[src/rtl/opendap_ap_mux.sv]
// rtl/opendap_ap_mux.sv - AP port multiplexer between the SW-DP and its access ports
//
// Shares the DP's single AP port between N_APS downstream access ports. A
// request is decoded by APSEL and forwarded combinationally to one AP. The
// in-flight AP is remembered until it completes. Read data is then held for
// the DP. Unmapped APSELs read as zero and ignore writes. Aborts go to the
// in-flight AP. An optional timeout force-completes a hung AP with an error.
//
// Ports:
//   swclk, rst_n             DP clock, asynchronous active-low reset
//   up_sel/up_addr/up_wdata  request from the DP (sel/addr valid on request cycle)
//   up_wen/up_ren            write/read request pulses
//   up_abort                 DAPABORT from the DP
//   up_rdata/up_rdy/up_err   response to the DP
//   dn_addr/dn_wdata         address and write data broadcast to all APs
//   dn_wen/dn_ren/dn_abort   one-hot per-AP request and abort strobes
//   dn_rdata/dn_rdy/dn_err   per-AP response, AP i at bit i / [32*i +: 32]
//   tmo_pulse                one-cycle pulse when a timeout completes a transfer

module opendap_ap_mux #(
  parameter int N_APS   = 4,
  parameter int TIMEOUT = 0,
  parameter int W_TMO   = 16
) (
  input  logic                  swclk,
  input  logic                  rst_n,
  input  logic [7:0]            up_sel,
  input  logic [5:0]            up_addr,
  input  logic [31:0]           up_wdata,
  input  logic                  up_wen,
  input  logic                  up_ren,
  input  logic                  up_abort,
  output logic [31:0]           up_rdata,
  output logic                  up_rdy,
  output logic                  up_err,
  output logic [5:0]            dn_addr,
  output logic [31:0]           dn_wdata,
  output logic [N_APS-1:0]      dn_wen,
  output logic [N_APS-1:0]      dn_ren,
  output logic [N_APS-1:0]      dn_abort,
  input  logic [32*N_APS-1:0]   dn_rdata,
  input  logic [N_APS-1:0]      dn_rdy,
  input  logic [N_APS-1:0]      dn_err,
  output logic                  tmo_pulse
);

  localparam int SEL_W = (N_APS > 1) ? $clog2(N_APS) : 1;
  // Counter value seen on the last BUSY cycle before the forced completion.
  localparam logic [W_TMO-1:0] TMO_LAST = (TIMEOUT > 0) ? W_TMO'(TIMEOUT - 1) : '0;

  typedef enum logic {IDLE, BUSY} state_t;

  state_t            state, state_nxt;
  logic [SEL_W-1:0]  cur_sel, cur_sel_nxt;
  logic [31:0]       rdata_q, rdata_q_nxt;
  logic [W_TMO-1:0]  tmo_cnt, tmo_cnt_nxt;

  logic              busy, req, mapped, accept, fwd, tmo_hit;
  logic              cur_rdy, cur_err;
  logic [31:0]       cur_rdata;
  logic [N_APS-1:0]  cur_oh, sel_oh;

  // Response of the in-flight AP and one-hot decodes of the current and requested APSEL.
  always_comb begin : ap_select
    cur_rdy   = 1'b0;
    cur_err   = 1'b0;
    cur_rdata = '0;
    cur_oh    = '0;
    sel_oh    = '0;
    for (int i = 0; i < N_APS; i++) begin
      if (cur_sel == SEL_W'(i)) begin
        cur_rdy   = dn_rdy[i];
        cur_err   = dn_err[i];
        cur_rdata = dn_rdata[32*i +: 32];
        cur_oh[i] = 1'b1;
      end
      if (up_sel == 8'(i)) begin
        sel_oh[i] = 1'b1;
      end
    end
  end

  assign busy   = (state == BUSY);
  assign req    = up_wen | up_ren;
  assign mapped = (up_sel < 8'(N_APS));
  // A new request is taken when idle or when the in-flight AP completes this cycle.
  // An abort in the same cycle always drops the request.
  assign accept = req && !up_abort && (!busy || cur_rdy);
  assign fwd    = accept && mapped;
  assign tmo_hit = (TIMEOUT > 0) && busy && !cur_rdy && (tmo_cnt == TMO_LAST);

  assign dn_addr   = up_addr;
  assign dn_wdata  = up_wdata;
  assign dn_wen    = (fwd && up_wen) ? sel_oh : '0;
  assign dn_ren    = (fwd && up_ren) ? sel_oh : '0;
  // A completing AP never sees an abort, even when DAPABORT coincides with its ready.
  assign dn_abort  = (busy && !cur_rdy && (up_abort || tmo_hit)) ? cur_oh : '0;
  assign tmo_pulse = tmo_hit;

  assign up_rdy   = busy ? (cur_rdy | tmo_hit) : 1'b1;
  assign up_err   = busy & ((cur_rdy & cur_err) | tmo_hit);
  assign up_rdata = busy ? cur_rdata : rdata_q;

  always_comb begin : next_state
    state_nxt   = state;
    cur_sel_nxt = cur_sel;
    rdata_q_nxt = rdata_q;
    tmo_cnt_nxt = tmo_cnt;

    if (busy) begin
      if (cur_rdy) begin
        rdata_q_nxt = cur_rdata;
        state_nxt   = IDLE;
      end else if (up_abort || tmo_hit) begin
        state_nxt   = IDLE;
      end else if (TIMEOUT > 0) begin
        tmo_cnt_nxt = tmo_cnt + 1'b1;
      end
    end

    // Evaluated after the completion path so a back-to-back request keeps BUSY
    // and an unmapped read overrides the data just captured.
    if (accept) begin
      if (mapped) begin
        state_nxt   = BUSY;
        cur_sel_nxt = up_sel[SEL_W-1:0];
        tmo_cnt_nxt = '0;
      end else if (up_ren) begin
        rdata_q_nxt = '0;
      end
    end
  end

  always_ff @(posedge swclk or negedge rst_n) begin : regs
    if (!rst_n) begin
      state   <= IDLE;
      cur_sel <= '0;
      rdata_q <= '0;
      tmo_cnt <= '0;
    end else begin
      state   <= state_nxt;
      cur_sel <= cur_sel_nxt;
      rdata_q <= rdata_q_nxt;
      tmo_cnt <= tmo_cnt_nxt;
    end
  end

endmodule

[config.mk]
export PLATFORM = sky130hd
export DESIGN_NAME = opendap_ap_mux
export DESIGN_NICKNAME = d
export VERILOG_FILES = /design/src/rtl/opendap_ap_mux.sv
export SDC_FILE = /design/constraint.sdc
export NUM_CORES = 1
export LEC_CHECK = 0
export CAP_MARGIN = 25
export CORE_AREA = 2 2 106 108
export CTS_CLUSTER_SIZE = 24
export DETAILED_ROUTE_END_ITERATION = 8
export DIE_AREA = 0 0 108 110
export MAX_ROUTING_LAYER = met4
export PLACE_DENSITY_LB_ADDON = 0.25
export SYNTH_ARGS = -nofsm -noshare
export SYNTH_HDL_FRONTEND = slang
export SYNTH_SLANG_ARGS = --single-unit
[constraint.sdc]
create_clock -name swclk -period 4.28 [get_ports swclk]
set_input_delay 0.428 -clock swclk [delete_from_list [all_inputs] [get_ports swclk]]
set_output_delay 0.428 -clock swclk [all_outputs]
set_load 0.01 [all_outputs]
==> qor.csv, run 1 <==
metric,value,unit
hold_violations,0,
drive_gt1_share,21.3,%
async_flop_share,100,%
synthFlopType,dfrtp_1,
cp_max_fo,21,
slowest_stage,dfrtp_2,
power.net_switching,0.236,mW
clk_path_buf_depth,2,
crit_type,reg2out,
first_pass_iters,4,
num-nets-final,595,
synth.avg_cell_area,11.8,um^2
hp-class,in2async,
r2r-end,rdata_q[24]$_DFF_PN0_,
crit_path_end,up_rdata[31],
synth_xor_area_share,0,%
final_common_cell,clkdlybuf4s50_1,
coreArea,10700,um^2
grt_max_degree,39,
drv_slew,0,
post_dp_cell_area,4840,um^2
required,3850,ps
crit_arrival,2700,ps
drc,0,
dp_cells,541,
r2r_start,cur_sel[0]$_DFFE_PN0P_,
synth_warnings,0,
yosys.area_share.simple,9.22,%
synth_top_family_by_area,multiplexers,
muxShareOfSynthArea,47.6,%
clk_pin_slew,80,ps
synth_cell_types,26,
timing.final.crit_share,73.0,%
comb_power_share,32.6,%
track_usage,14.6,%
p_leak,2.13,nW
area_delta_synth_final,60.5,%
cp_cell_sequence,"buf_12, mux4_2, mux2_2, clkdlybuf4s50_1",
period_minus_slack,3130,ps
dp_hpwl,6690,um
numClockSinks,35,
num_vias,2608,
outcome,"finished, final reports clean",
cts_tree,done,
die_w,108,um
vdd_ir_drop_max,116,uV
p_int,0.704,mW
dp_slack,1310,ps
r2r_slack,1830,ps
rsz0062_at_grt,false,
finalSetupViolCount,0,
cpPeakStageDelay,770,ps
setup_ws,1150,ps
synth_compound_area_share,1.58,%
gp_congestion,0.759,
synth_cells,262,
setup_tns,0,ps
postRouteAntennaNets,0,
grt.overflow.total,0,
antenna_cells,0,
syn_nets,449,
post-route-cell-area,4940,um^2
ctsResizeCount,0,
io_pins,272,
power,0.940,mW
wl,8600,um
clock_latency,290,ps
switching_share,25.1,%
reg2reg_depth,5,
worst_slew_pin_slew,834,ps
cts_setup_buffers,0,
synth_area,3080,um^2
ys_seq_area_share,28.4,%
finalClockSkew,6.44,ps
initial_core_util,28.8,%
cts-root-buf,clkbuf_8,
instances_no_fill,549,
critPathLaunchType,flip-flop,
startpoint,cur_sel[0]$_DFFE_PN0P_,
max_freq,320,MHz
grt_pass1_vias,2812,
drv_cap,0,
pwr-share-seq,38.7,%
p_per_area,190,nW/um^2
p_clk_share,28.8,%
synth_edf_count,0,
synth_fa_ha_area_share,0,%
slew_headroom,44.4,%
antenna_found_initial,0,
rows,38,
htree_levels,2,
mostFrequentLayoutCells,"clkdlybuf4s50_1 (193), nor2_1 (40), mux2i_1 (34), mux2_2 (34), mux4_2 (33)",
io_buffer_count,194,
cts_buffers,5,
wl_per_cell,15.7,um
drt_iter0_drc,46,
grt_pass1_wl,13400,um
die_y,110,um
ctsHoldBuffers,0,
dieArea,11900,um^2
vias_per_cell,4.75,
synth-seq-cells,35,
endpoint_kind,output pin,
state kept, by name (all words and copies together) (netlist names):
| name | cells |
|---|---|
| busy | 1 |
| rdata_q | 32 |
| cur_sel | 2 |
cell usage after synthesis (2+ instances only):
cell type	count	area [um^2]
dfrtp_1	35	876
nor2_1	40	150
clkbuf_1	4	15.0
buf_4	46	345
nand2_1	5	18.8
nand3b_1	2	15.0
buf_1	2	7.51
mux2_2	34	383
buf_2	6	30.0
mux2i_1	34	340
nand3_1	3	15.0
mux4_2	33	743
nor2b_1	2	12.5
nor3_1	4	20.0
worst max-delay path, delay by kind of cell (launching register included):
family                 cells  cell delay (ps)
flip-flops                 1              770
multiplexers               2              860
buffers and inverters      2              770
worst min-delay path by stage:
stage	slack (ps)	from	to
after global routing	290	rst_n	rdata_q[16]$_DFF_PN0_
after detailed placement	510	rdata_q[28]$_DFF_PN0_	rdata_q[28]$_DFF_PN0_
final	230	rst_n	rdata_q[16]$_DFF_PN0_
after floorplan	130	rst_n	busy$_DFF_PN0_
after CTS	260	rst_n	rdata_q[16]$_DFF_PN0_
after global placement	500	rdata_q[0]$_DFF_PN0_	rdata_q[0]$_DFF_PN0_
power groups by stage:
stage	clock (mW)	sequential, mW	combinational [mW]
floorplan	0	0.344	0.196
global placement	0	0.371	0.306
detailed placement	0	0.371	0.310
CTS	0.285	0.365	0.311
global route	0.294	0.367	0.329
finish	0.270	0.364	0.306
cell families (layout without fill, tap and decap cells):
logic type / count (synthesis) / count (layout)
multiplexers: 101 / 101
other: 1 / 1
AO/OA/AOI/OAI: 5 / 5
flip-flops: 35 / 35
AND/OR/NAND/NOR: 61 / 61
buffers and inverters: 59 / 206
area by class of cell:
type	count	area, um^2
well taps	140	175
inverters	1	3.75
clock buffers	7	96.3
flip-flops and latches	35	880
multi-input cells	168	1810
repair buffers	197	1970
clock inverters	1	7.51
fillers	1019	5750
through the flow:
stage                     utilization [%]  hold WS, ps
final                                46.2          227
after global routing                 46.2          288
after CTS                            46.2          259
after detailed placement             45.3          512
after global placement               45.3          500
after floorplan                         -          132
metal layers:
layer / track usage, % / up-vias / share of wire (%) / wire length, um
met5: - / - / 0 / 0
met4: 4.67 / 0 / 1.7 / 148
met3: 3.17 / 20 / 8.2 / 709
met2: 26.6 / 131 / 51 / 4400
met1: 15.9 / 1247 / 39 / 3340
li1: - / 1210 / - / -
Note: power is estimated with default switching activity, not from simulation.
==> inputs of run 2 (changes only) <==
- CORE_AREA: 2 2 106 108 -> 2 2 105 107
- DIE_AREA: 0 0 108 110 -> 0 0 107 109
- clock period: 4.28 -> 3.3 ns (I/O delays scaled with it)
==> qor.csv, run 2 (synthesis gave the netlist of run 1 again) <==
metric,value,unit,change
wl_per_cell,16.1,um,+2.8%
drv_cap,0,,unchanged
instances_no_fill,552,,+0.55%
timing.hold.ws,134,ps,-92.6 ps
cts_tree,done,,
cts-root-buf,clkbuf_8,,
clk_pin_slew,70,ps,about the same
drt_iter0_drc,107,,+130%
cp_max_fo,21,,unchanged
p_leak,2.15,nW,+0.87%
drv_slew,0,,unchanged
drc,0,,unchanged
slew_headroom,46.3,%,+1.8 points
period_minus_slack,3000,ps,
endpoint_kind,output pin,,
switching_share,24.4,%,-0.75 points
rsz0062_at_grt,false,,
worst_slew_pin_slew,806,ps,-27.7 ps
clk_path_buf_depth,2,,unchanged
vias_per_cell,4.75,,about the same
p_clk_share,27.9,%,-0.9 points
finalClockSkew,3.51,ps,-2.93 ps
setup_tns,0,ps,unchanged
cp_cell_sequence,"buf_12, mux4_2, mux2_2, clkdlybuf4s50_1",,
max_freq,333,MHz,
cpPeakStageDelay,780,ps,about the same
timing.final.crit_share,90.9,%,
die_w,107,um,-0.93%
grt_pass1_wl,13800,um,+2.5%
grt_pass1_vias,2803,,-0.32%
coreArea,10600,um^2,-0.89%
post-route-cell-area,4960,um^2,+0.35%
p_per_area,244,nW/um^2,+28%
clock_latency,280,ps,about the same
mostFrequentLayoutCells,"clkdlybuf4s50_1 (193), nor2_1 (40), mux2i_1 (34), mux2_2 (34)",,
power,1.21,mW,+29%
initial_core_util,29.1,%,+0.26 points
num_vias,2620,,+0.46%
numClockSinks,35,,unchanged
rows,38,,unchanged
hp-class,in2async,,
crit_type,reg2out,,
vdd_ir_drop_max,107,uV,-7.8%
finalSetupViolCount,0,,unchanged
io_pins,272,,unchanged
num-nets-final,598,,+0.50%
cts_setup_buffers,0,,unchanged
die_y,109,um,-0.91%
cts_buffers,5,,unchanged
first_pass_iters,5,,+1
gp_congestion,0.802,,+5.7%
outcome,"finished, final reports clean",,
antenna_found_initial,0,,unchanged
area_delta_synth_final,61.1,%,
p_int,0.916,mW,+30%
ctsHoldBuffers,0,,unchanged
pwr-share-seq,37.4,%,-1.3 points
drive_gt1_share,21.4,%,+0.088 points
final_common_cell,clkdlybuf4s50_1,,
dp_hpwl,6930,um,+3.7%
crit_arrival,2670,ps,-30 ps
postRouteAntennaNets,0,,unchanged
antenna_cells,0,,unchanged
track_usage,15.4,%,+0.77 points
critPathLaunchType,flip-flop,,
grt_max_degree,36,,-7.7%
largest_register,rdata_q,,
io_buffer_count,194,,unchanged
dp_cells,544,,+0.55%
required,2970,ps,-880 ps
post_dp_cell_area,4860,um^2,+0.44%
wl,8880,um,+3.3%
ctsResizeCount,0,,unchanged
dieArea,11700,um^2,-1.8%
htree_levels,2,,unchanged
grt.overflow.total,0,,unchanged
slowest_stage,dfrtp_2,,
comb_power_share,34.7,%,+2.1 points
hold_violations,0,,unchanged
power.net_switching,0.295,mW,+25%
largest_reg_flops,32,,unchanged
-- run 2: cell count changes in the layout (fill, tap and decap cells not counted) --
cell,before,now
dfrtp_1,32,33
clkinvlp_4,1,0
clkbuf_1,0,1
dfrtp_2,3,2
buf_4,2,5
-- run 2: metal layers --
layer / GRT usage (%) / vias up / routed length (um)
met2: 28.1 / 148 / 4550
li1: - / 1215 / -
met5: - / - / 0
met4: 4.36 / 0 / 175
met1: 16.3 / 1241 / 3300
met3: 4.12 / 16 / 866
-- run 2: critical path: cells and delay by family (launching register included) --
family                 cells  cell delay (ps)
flip-flops                 1              780
buffers and inverters      2              770
multiplexers               2              820
-- run 2: cell type report --
| type | count | area, um^2 |
|---|---|---|
| clock buffer | 8 | 100 |
| fill | 975 | 5640 |
| inverter | 1 | 3.75 |
| multi-input combinational | 168 | 1810 |
| sequential | 35 | 878 |
| tap | 140 | 175 |
| timing repair buffer | 200 | 1990 |
-- run 2: worst paths after layout --
path                                   startpoint                     end  slack (ps)  depth (start not counted)
max                        cur_sel[0]$_DFFE_PN0P_            up_rdata[23]         300                          4
max reg2reg                cur_sel[0]$_DFFE_PN0P_    rdata_q[5]$_DFF_PN0_         850                          5
min reg2reg                 rdata_q[23]$_DFF_PN0_   rdata_q[23]$_DFF_PN0_         520                          2
min                                         rst_n   rdata_q[13]$_DFF_PN0_         130                          1
min in group swclk          rdata_q[23]$_DFF_PN0_   rdata_q[23]$_DFF_PN0_         520                          2
max in group asynchronous                   rst_n  cur_sel[0]$_DFFE_PN0P_        2600                          1
-- run 2: metrics by stage --
stage	worst slack [ps]	utilization, %
global route	98.0	46.8
CTS	219	46.8
global placement	539	45.9
detailed placement	493	45.9
floorplan	1300	-
finish	300	46.8
-- run 2: power groups by stage --
stage	registers [mW]	logic, mW	clock network, mW
after detailed placement	0.463	0.424	0
after CTS	0.454	0.426	0.357
after global routing	0.456	0.450	0.375
after global placement	0.461	0.420	0
after floorplan	0.447	0.254	0
final	0.453	0.420	0.338
==> inputs of run 3 (changes only) <==
- TNS_END_PERCENT: not set -> 20
==> results of run 3 <==
No change in the layout: final DEF, timing and power equal those of run 2.
